--- src/rtl/apb_master.sv ---
// APB requester: takes one command at a time and runs a SETUP/ACCESS transfer on the timer port.
// Reports read data and an error flag; aborts transfers whose slave never raises pready.
module apb_master #(
  parameter int ADDR_W  = 12,
  parameter int DATA_W  = 32,
  parameter int TIMEOUT = 16
) (
  input  logic                sys_clk,
  input  logic                sys_rst_n,
  input  logic                cmd_valid,
  output logic                cmd_ready,
  input  logic                cmd_write,
  input  logic [ADDR_W-1:0]   cmd_addr,
  input  logic [DATA_W-1:0]   cmd_wdata,
  input  logic [DATA_W/8-1:0] cmd_strb,
  output logic                rsp_valid,
  output logic [DATA_W-1:0]   rsp_rdata,
  output logic                rsp_err,
  output logic                tim_psel,
  output logic                tim_penable,
  output logic                tim_pwrite,
  output logic [ADDR_W-1:0]   tim_paddr,
  output logic [DATA_W-1:0]   tim_pwdata,
  output logic [DATA_W/8-1:0] tim_pstrb,
  input  logic                tim_pready,
  input  logic [DATA_W-1:0]   tim_prdata,
  input  logic                tim_pslverr
);

  localparam int STRB_W = DATA_W / 8;
  // A zero TIMEOUT still needs a one-bit counter to keep the declarations legal.
  localparam int CNT_W  = (TIMEOUT == 0) ? 1 : $clog2(TIMEOUT + 1);

  typedef enum logic [1:0] {
    IDLE   = 2'd0,
    SETUP  = 2'd1,
    ACCESS = 2'd2
  } state_t;

  state_t              state_reg, state_next;
  logic [CNT_W-1:0]    wait_cnt_reg;
  logic                pwrite_reg;
  logic [ADDR_W-1:0]   paddr_reg;
  logic [DATA_W-1:0]   pwdata_reg;
  logic [STRB_W-1:0]   pstrb_reg;
  logic                rsp_valid_reg;
  logic [DATA_W-1:0]   rsp_rdata_reg;
  logic                rsp_err_reg;

  logic accept;
  logic done;
  logic abort;

  always_comb begin
    state_next = state_reg;
    accept     = 1'b0;
    done       = 1'b0;
    abort      = 1'b0;
    unique case (state_reg)
      IDLE: begin
        accept = cmd_valid;
        if (cmd_valid) state_next = SETUP;
      end
      SETUP: state_next = ACCESS;
      ACCESS: begin
        if (tim_pready) begin
          done       = 1'b1;
          state_next = IDLE;
        end else if ((TIMEOUT != 0) && (wait_cnt_reg == CNT_W'(TIMEOUT))) begin
          abort      = 1'b1;
          state_next = IDLE;
        end
      end
      default: state_next = IDLE;
    endcase
  end

  always_ff @(posedge sys_clk or negedge sys_rst_n) begin
    if (!sys_rst_n) begin
      state_reg <= IDLE;
    end else begin
      state_reg <= state_next;
    end
  end

  always_ff @(posedge sys_clk or negedge sys_rst_n) begin
    if (!sys_rst_n) begin
      wait_cnt_reg  <= '0;
      pwrite_reg    <= 1'b0;
      paddr_reg     <= '0;
      pwdata_reg    <= '0;
      pstrb_reg     <= '0;
      rsp_valid_reg <= 1'b0;
      rsp_rdata_reg <= '0;
      rsp_err_reg   <= 1'b0;
    end else begin
      rsp_valid_reg <= done | abort;
      if (accept) begin
        pwrite_reg <= cmd_write;
        paddr_reg  <= cmd_addr;
        pwdata_reg <= cmd_wdata;
        pstrb_reg  <= cmd_write ? cmd_strb : '0;
      end
      if (state_reg == SETUP) begin
        wait_cnt_reg <= '0;
      end else if (state_reg == ACCESS && !tim_pready) begin
        wait_cnt_reg <= wait_cnt_reg + CNT_W'(1);
      end
      if (done) begin
        rsp_err_reg <= tim_pslverr;
        if (!pwrite_reg) rsp_rdata_reg <= tim_prdata;
      end else if (abort) begin
        rsp_err_reg   <= 1'b1;
        rsp_rdata_reg <= '0;
      end
    end
  end

  assign cmd_ready   = (state_reg == IDLE);
  assign tim_psel    = (state_reg != IDLE);
  assign tim_penable = (state_reg == ACCESS);
  assign tim_pwrite  = pwrite_reg;
  assign tim_paddr   = paddr_reg;
  assign tim_pwdata  = pwdata_reg;
  assign tim_pstrb   = pstrb_reg;
  assign rsp_valid   = rsp_valid_reg;
  assign rsp_rdata   = rsp_rdata_reg;
  assign rsp_err     = rsp_err_reg;

endmodule

--- config.mk ---
export PLATFORM = sky130hd
export DESIGN_NAME = apb_master
export DESIGN_NICKNAME = d
export VERILOG_FILES = /design/src/rtl/apb_master.sv
export SDC_FILE = /design/constraint.sdc
export NUM_CORES = 1
export LEC_CHECK = 0
export CORE_UTILIZATION = 41
export CTS_CLUSTER_DIAMETER = 150
export DETAILED_ROUTE_END_ITERATION = 10
export PLACE_DENSITY = 0.84
export RECOVER_POWER = 50
export REMOVE_ABC_BUFFERS = 1
export SYNTH_ARGS = -nofsm -noshare
export SYNTH_HDL_FRONTEND = slang
export SYNTH_SLANG_ARGS = --single-unit
export TNS_END_PERCENT = 30
--- constraint.sdc ---
create_clock -name sys_clk -period 1.92 [get_ports sys_clk]
set_input_delay 0.576 -clock sys_clk [delete_from_list [all_inputs] [get_ports sys_clk]]
set_output_delay 0.576 -clock sys_clk [all_outputs]
set_load 0.05 [all_outputs]
==> Word level (Yosys, flattened, before mapping) <==
Index checks and enable logic that the tools add are counted.
{ "classes": {"n_addsub": 1, "n_eq_ne": 6, "n_mux": 18, "bitwise_logic": 1, "reduce_logical": 8} }
{ "ops": {"columns": ["op", "n"], "rows": [
  ["32-bit two-way mux", 3],
  ["5-bit two-way mux", 2],
  ["1-bit two-way mux", 8],
  ["2-bit two-way mux", 3],
  ["2-bit case mux with 3 select lines", 1],
  ["2-bit nonzero test", 3],
  ["5-bit by 1-bit adder with 5-bit output, second input constant", 1],
  ["5-bit == test, second input constant", 1],
  ["4-bit two-way mux", 1],
  ["2-bit != test, second input constant", 2],
  ["2-bit AND reduction", 2],
  ["3-bit by 1-bit != test with 1-bit output, second input constant", 1],
  ["2-bit by 1-bit == test with 1-bit output, second input constant", 1],
  ["2-bit == test, second input constant", 1],
  ["2-bit logical NOT", 1],
  ["1-bit logical AND", 1],
  ["1-bit logical NOT", 1],
  ["1-bit bitwise OR", 1]
]} }
{ "totals": {"register_bits": 90, "inputBits": 86, "output_inout_bits": 86} }

==> Depth between registers and ports, before layout <==
{ "logic_depth": {"depth_word": 6, "depth_mapped": 6, "mapped_depth_nobuf": 5} }

==> Worst setup path before layout <==
No wires, ideal clock.
{ "synth_timing": {"path_type": "reg-to-output", "startpoint": "reg state_reg[0]", "endpoint": "out tim_psel", "arrival_ns": 1.600, "required_ns": 1.344, "slack_ns": -0.256, "path_stages_with_launch": 3, "n_path_buf": 0, "cell_sequence": "dfrtp_1 -> nor2_1 -> inv_1"} }
{ "synth_between": {"elab_chain_cells": 1} }
{ "synth_lines": {"columns": ["item", "line_no", "source"], "rows": [
  ["from (decl)", "40", "state_t state_reg, state_next;"],
  ["from (signal assigned)", "82", "state_reg <= state_next;"],
  ["2-bit nonzero test", "120", "assign tim_psel = (state_reg != IDLE);"],
  ["to (decl)", "19", "output logic tim_psel,"]
]} }
Every way passes these cells.

==> Worst setup path after layout <==
{ "layout_timing": {"startpoint": "in cmd_valid", "endpoint": "reg pwdata_reg[13] (netlist: tim_pwdata[13])"} }
{ "layout_between": {"elab_chain_cells": 1} }
{ "layout_lines": {"columns": ["item", "line_no", "source"], "rows": [
  ["from (decl)", "10", "input logic cmd_valid,"],
  ["1-bit two-way mux", "59", "unique case (state_reg)"],
  ["to (signal assigned)", "101", "pwdata_reg <= cmd_wdata;"],
  ["to (decl)", "44", "logic [DATA_W-1:0] pwdata_reg;"]
]} }
Every way passes these cells.
A chain may end at the register's enable or synchronous reset.

==> PnR_summary.wiki <==
{| class="wikitable"
! Metric !! Value
|-
| Area used by sequential logic in the layout || 2250 um^2
|-
| Fraction of final layout cells sized beyond drive strength 1 || 0.347
|-
| Largest net degree at the start of global routing || 47
|-
| Worst setup slack after layout || 0.0648 ns
|-
| Starting utilization of the core area || 0.426
|-
| Overflow left after global routing || 0
|-
| Area overhead of the layout relative to synthesis || 48.3%
|-
| Number of warnings issued by yosys || 0
|-
| Critical path arrival || 2.09 ns
|-
| Final count of pins violating max slew || 0
|-
| Buffers on Ports || 171
|-
| Category of the worst setup path launch point || input port
|-
| Dominant combinational cell family by area after synthesis || multiplexers
|-
| Clock net sink count || 90
|-
| Worst reg2reg endpoint || tim_pwdata[13]
|-
| Total setup buffers inserted after CTS || 0
|-
| # hold bufs at CTS || 0
|-
| Bufs on Longest Clock Path || 2
|-
| Max Clock Skew || 0.00923 ns
|-
| Depth of the worst register-to-register path || 4
|-
| Placement-stage cell area || 5470 um^2
|-
| Max-Slew Margin vs Limit || 0.254
|-
| Largest stage delay on the critical path || 0.45 ns
|-
| Area fraction in compound gates after synthesis || 0.0561
|-
| Boundary Pins || 172
|-
| Total DRC errors in the routed layout || 26
|-
| Most common cell after layout, fill and taps aside || sky130_fd_sc_hd__dfrtp_1
|-
| Number of nets at the end of the flow || 564
|-
| H-tree depth || 3
|-
| Highest-delay cell along the critical path || sky130_fd_sc_hd__clkdlybuf4s50_1
|-
| Outcome || finished, violations left
|-
| Max Cap Violations || 0
|-
| Post-synthesis average cell area || 12.7 um^2
|-
| Number of buffers inserted during clock tree synthesis || 9
|-
| Pre-CTS WS || -0.144 ns
|-
| Number of vias in the routed layout || 2847
|-
| DIE AREA || 9530 um^2
|-
| Type of destination of the critical path || register
|-
| Total half-perimeter wirelength after legalization and detailed placement || 6.55 mm
|-
| Post-route standard cell area excluding fillers || 5560 um^2
|-
| Area taken by multi-input logic gates || 1330 um^2
|-
| Share of the clock period used by the worst path || 0.966
|-
| Number of global-route vias before repair || 3019
|-
| Adder-Cell Fraction of Synth Area || 0.00667
|-
| Flop and latch count out of synthesis || 90
|-
| Number of DRC markers in iteration 0 || 77
|-
| Critical path, cell by cell || clkdlybuf4s50_1 > nor3b_1 > buf_12 > buf_12 > mux2_4
|-
| Fmax || 539 MHz
|-
| FF-to-FF Start || state_reg[0]
|-
| Hold slack final || 0.118 ns
|-
| Die outline height || 97.6 um
|-
| Cell variety after synth || 25
|-
| N_diodes || 0
|-
| WL final || 8.72 mm
|-
| Most frequent cells in the layout || sky130_fd_sc_hd__dfrtp_1, sky130_fd_sc_hd__clkdlybuf4s50_1, sky130_fd_sc_hd__nand2_1
|-
| Die span in x || 97.6 um
|-
| RSZ-0062 raised after global routing || false
|-
| Core Rows || 34
|-
| Leakage power summed over all cells || 2.64 nW
|-
| Portion of netlist area occupied by mux cells || 0.182
|-
| Weighted congestion reported at the end of routability-driven placement || 0.736
|-
| Xor/xnor cell area share of the yosys netlist || 0
|-
| Cell total after placement || 573
|-
| Crit Path Category || in2reg
|-
| First-pass GRT wire length || 14.5 mm
|-
| Final hold violation count || 0
|-
| Number of filler instances in the final layout || 695
|-
| Min Tclk post-route || 1.86 ns
|-
| Peak VDD IR || 0.00122 V
|-
| Total routing usage reported by global routing || 0.194
|-
| Drt first pass iters || 7
|-
| Number of standard cells in the final layout excluding fillers || 589
|-
| Via-per-instance ratio || 4.83
|-
| Flop2flop setup slack || 0.23 ns
|-
| Crit-path max FO || 17
|-
| Antenna violations before repair || 0
|-
| Failing checks || design-rule violations
|-
| Clock Latency Late Sink || 0.35 ns
|-
| WP data required || 2.15 ns
|-
| Netlist area before placement || 3750 um^2
|-
| Area of the core || 8810 um^2
|-
| TritonCTS clock tree || yes
|-
| Post-Synthesis Cells || 295
|-
| Clock slew at reported path FFs || 0.09 ns
|-
| Simple-Gate Fraction of Synth Area || 0.112
|-
| Clock tree root buffer cell || sky130_fd_sc_hd__clkbuf_8
|-
| Transition time at the pin with the least slew margin || 1.12 ns
|-
| Min-delay worst type || in2async
|-
| Most frequent CP cell || sky130_fd_sc_hd__buf_12
|-
| Power density relative to cell area || 2020 nW/um^2
|-
| Average wire length per cell after detail routing || 14.8 um
|-
| Setup-failing EPs final || 0
|-
| Remaining antenna violation count after routing || 0
|-
| Sequential-to-total area share from yosys stat || 0.601
|}
==> repair_timing <==
item	in CTS	in global routing
resized for setup	4	1
cloned	0	0
setup endpoints to repair	2	1
==> critical path: cells and delay by family <==
| family | cells | cell delay, ns |
|---|---|---|
| AND/OR/NAND/NOR | 1 | 0.36 |
| buffers and inverters | 3 | 0.84 |
| multiplexers | 1 | 0.31 |
==> metal layers <==
layer | up-vias | global-route usage | part of all wire | wire [um]
met3 | 13 | 0.0511 | 0.078 | 684
met2 | 128 | 0.320 | 0.48 | 4200
li1 | 1342 | - | - | -
met5 | - | 0 | 0 | 0
met4 | 0 | 0.0746 | 0.015 | 129
met1 | 1364 | 0.244 | 0.43 | 3710
==> kinds of logic (layout without fill, tap and decap cells) <==
logic type,after synthesis,after routing
compound gates,41,41
mux,47,47
fa+ha+maj,2,2
buf+inv,24,210
simple gates,91,91
flops,90,90
==> where the power goes <==
part	internal [mW]	switching, mW
combinational	2.28	4.29
clock	0.639	0.650
sequential	2.78	0.589
==> synth_stat cells <==
| cell | number | area share |
|---|---|---|
| sky130_fd_sc_hd__o21a_1 | 2 | 0.0040 |
| sky130_fd_sc_hd__buf_2 | 8 | 0.011 |
| sky130_fd_sc_hd__or3b_2 | 1 | 0.0023 |
| sky130_fd_sc_hd__ha_1 | 2 | 0.0067 |
| sky130_fd_sc_hd__inv_1 | 7 | 0.0070 |
| sky130_fd_sc_hd__nand3b_1 | 1 | 0.0020 |
| sky130_fd_sc_hd__nor2_1 | 1 | 0.0010 |
| sky130_fd_sc_hd__nand2b_1 | 1 | 0.0017 |
| sky130_fd_sc_hd__o21ai_0 | 9 | 0.012 |
| sky130_fd_sc_hd__mux2i_1 | 2 | 0.0053 |
| sky130_fd_sc_hd__nand2_1 | 69 | 0.069 |
| sky130_fd_sc_hd__buf_6 | 7 | 0.021 |
| sky130_fd_sc_hd__and4bb_1 | 1 | 0.0033 |
| sky130_fd_sc_hd__and2_4 | 1 | 0.0023 |
| sky130_fd_sc_hd__mux2_4 | 41 | 0.16 |
| sky130_fd_sc_hd__buf_4 | 2 | 0.0040 |
| sky130_fd_sc_hd__and4bb_2 | 1 | 0.0033 |
| sky130_fd_sc_hd__nor2b_1 | 3 | 0.0050 |
| sky130_fd_sc_hd__nand4bb_1 | 1 | 0.0030 |
| sky130_fd_sc_hd__mux2_2 | 4 | 0.012 |
| sky130_fd_sc_hd__dfrtp_1 | 90 | 0.60 |
| sky130_fd_sc_hd__nor3b_2 | 2 | 0.0067 |
| sky130_fd_sc_hd__nand3_1 | 7 | 0.0093 |
| sky130_fd_sc_hd__nand4_1 | 2 | 0.0033 |
| sky130_fd_sc_hd__o21ai_1 | 30 | 0.040 |
==> cell type report <==
cell class,count,share of cell area
clock buffers,10,0.0247
multi-input cells,181,0.240
repair buffers,187,0.289
clock inverters,6,0.0117
flip-flops and latches,90,0.405
inverters,7,0.00472
well taps,108,0.0243
==> stage by stage <==
| step | utilization | setup TNS (ns) | power, mW |
|---|---|---|---|
| 2_1_floorplan | - | -103.41 | 7.90 |
| 3_3_place_gp | 0.621 | -4.14 | 10.0 |
| 3_5_place_dp | 0.621 | -5.36 | 10.2 |
| 4_1_cts | 0.645 | 0 | 11.5 |
| 5_1_grt | 0.632 | 0 | 11.8 |
| 6_report | 0.632 | 0 | 11.2 |
==> how the worst max path moves through the flow <==
stage	from	end	slack, ns
floorplan	cmd_valid	tim_pwdata[14]	-2.12
global placement	cmd_valid	tim_pwdata[26]	-0.12
detailed placement	cmd_valid	tim_pwdata[13]	-0.14
CTS	state_reg[0]	tim_psel	0.03
global route	cmd_valid	tim_pstrb[1]	0.007
finish	cmd_valid	tim_pwdata[13]	0.06
Note: power is estimated with default switching activity, not from simulation.
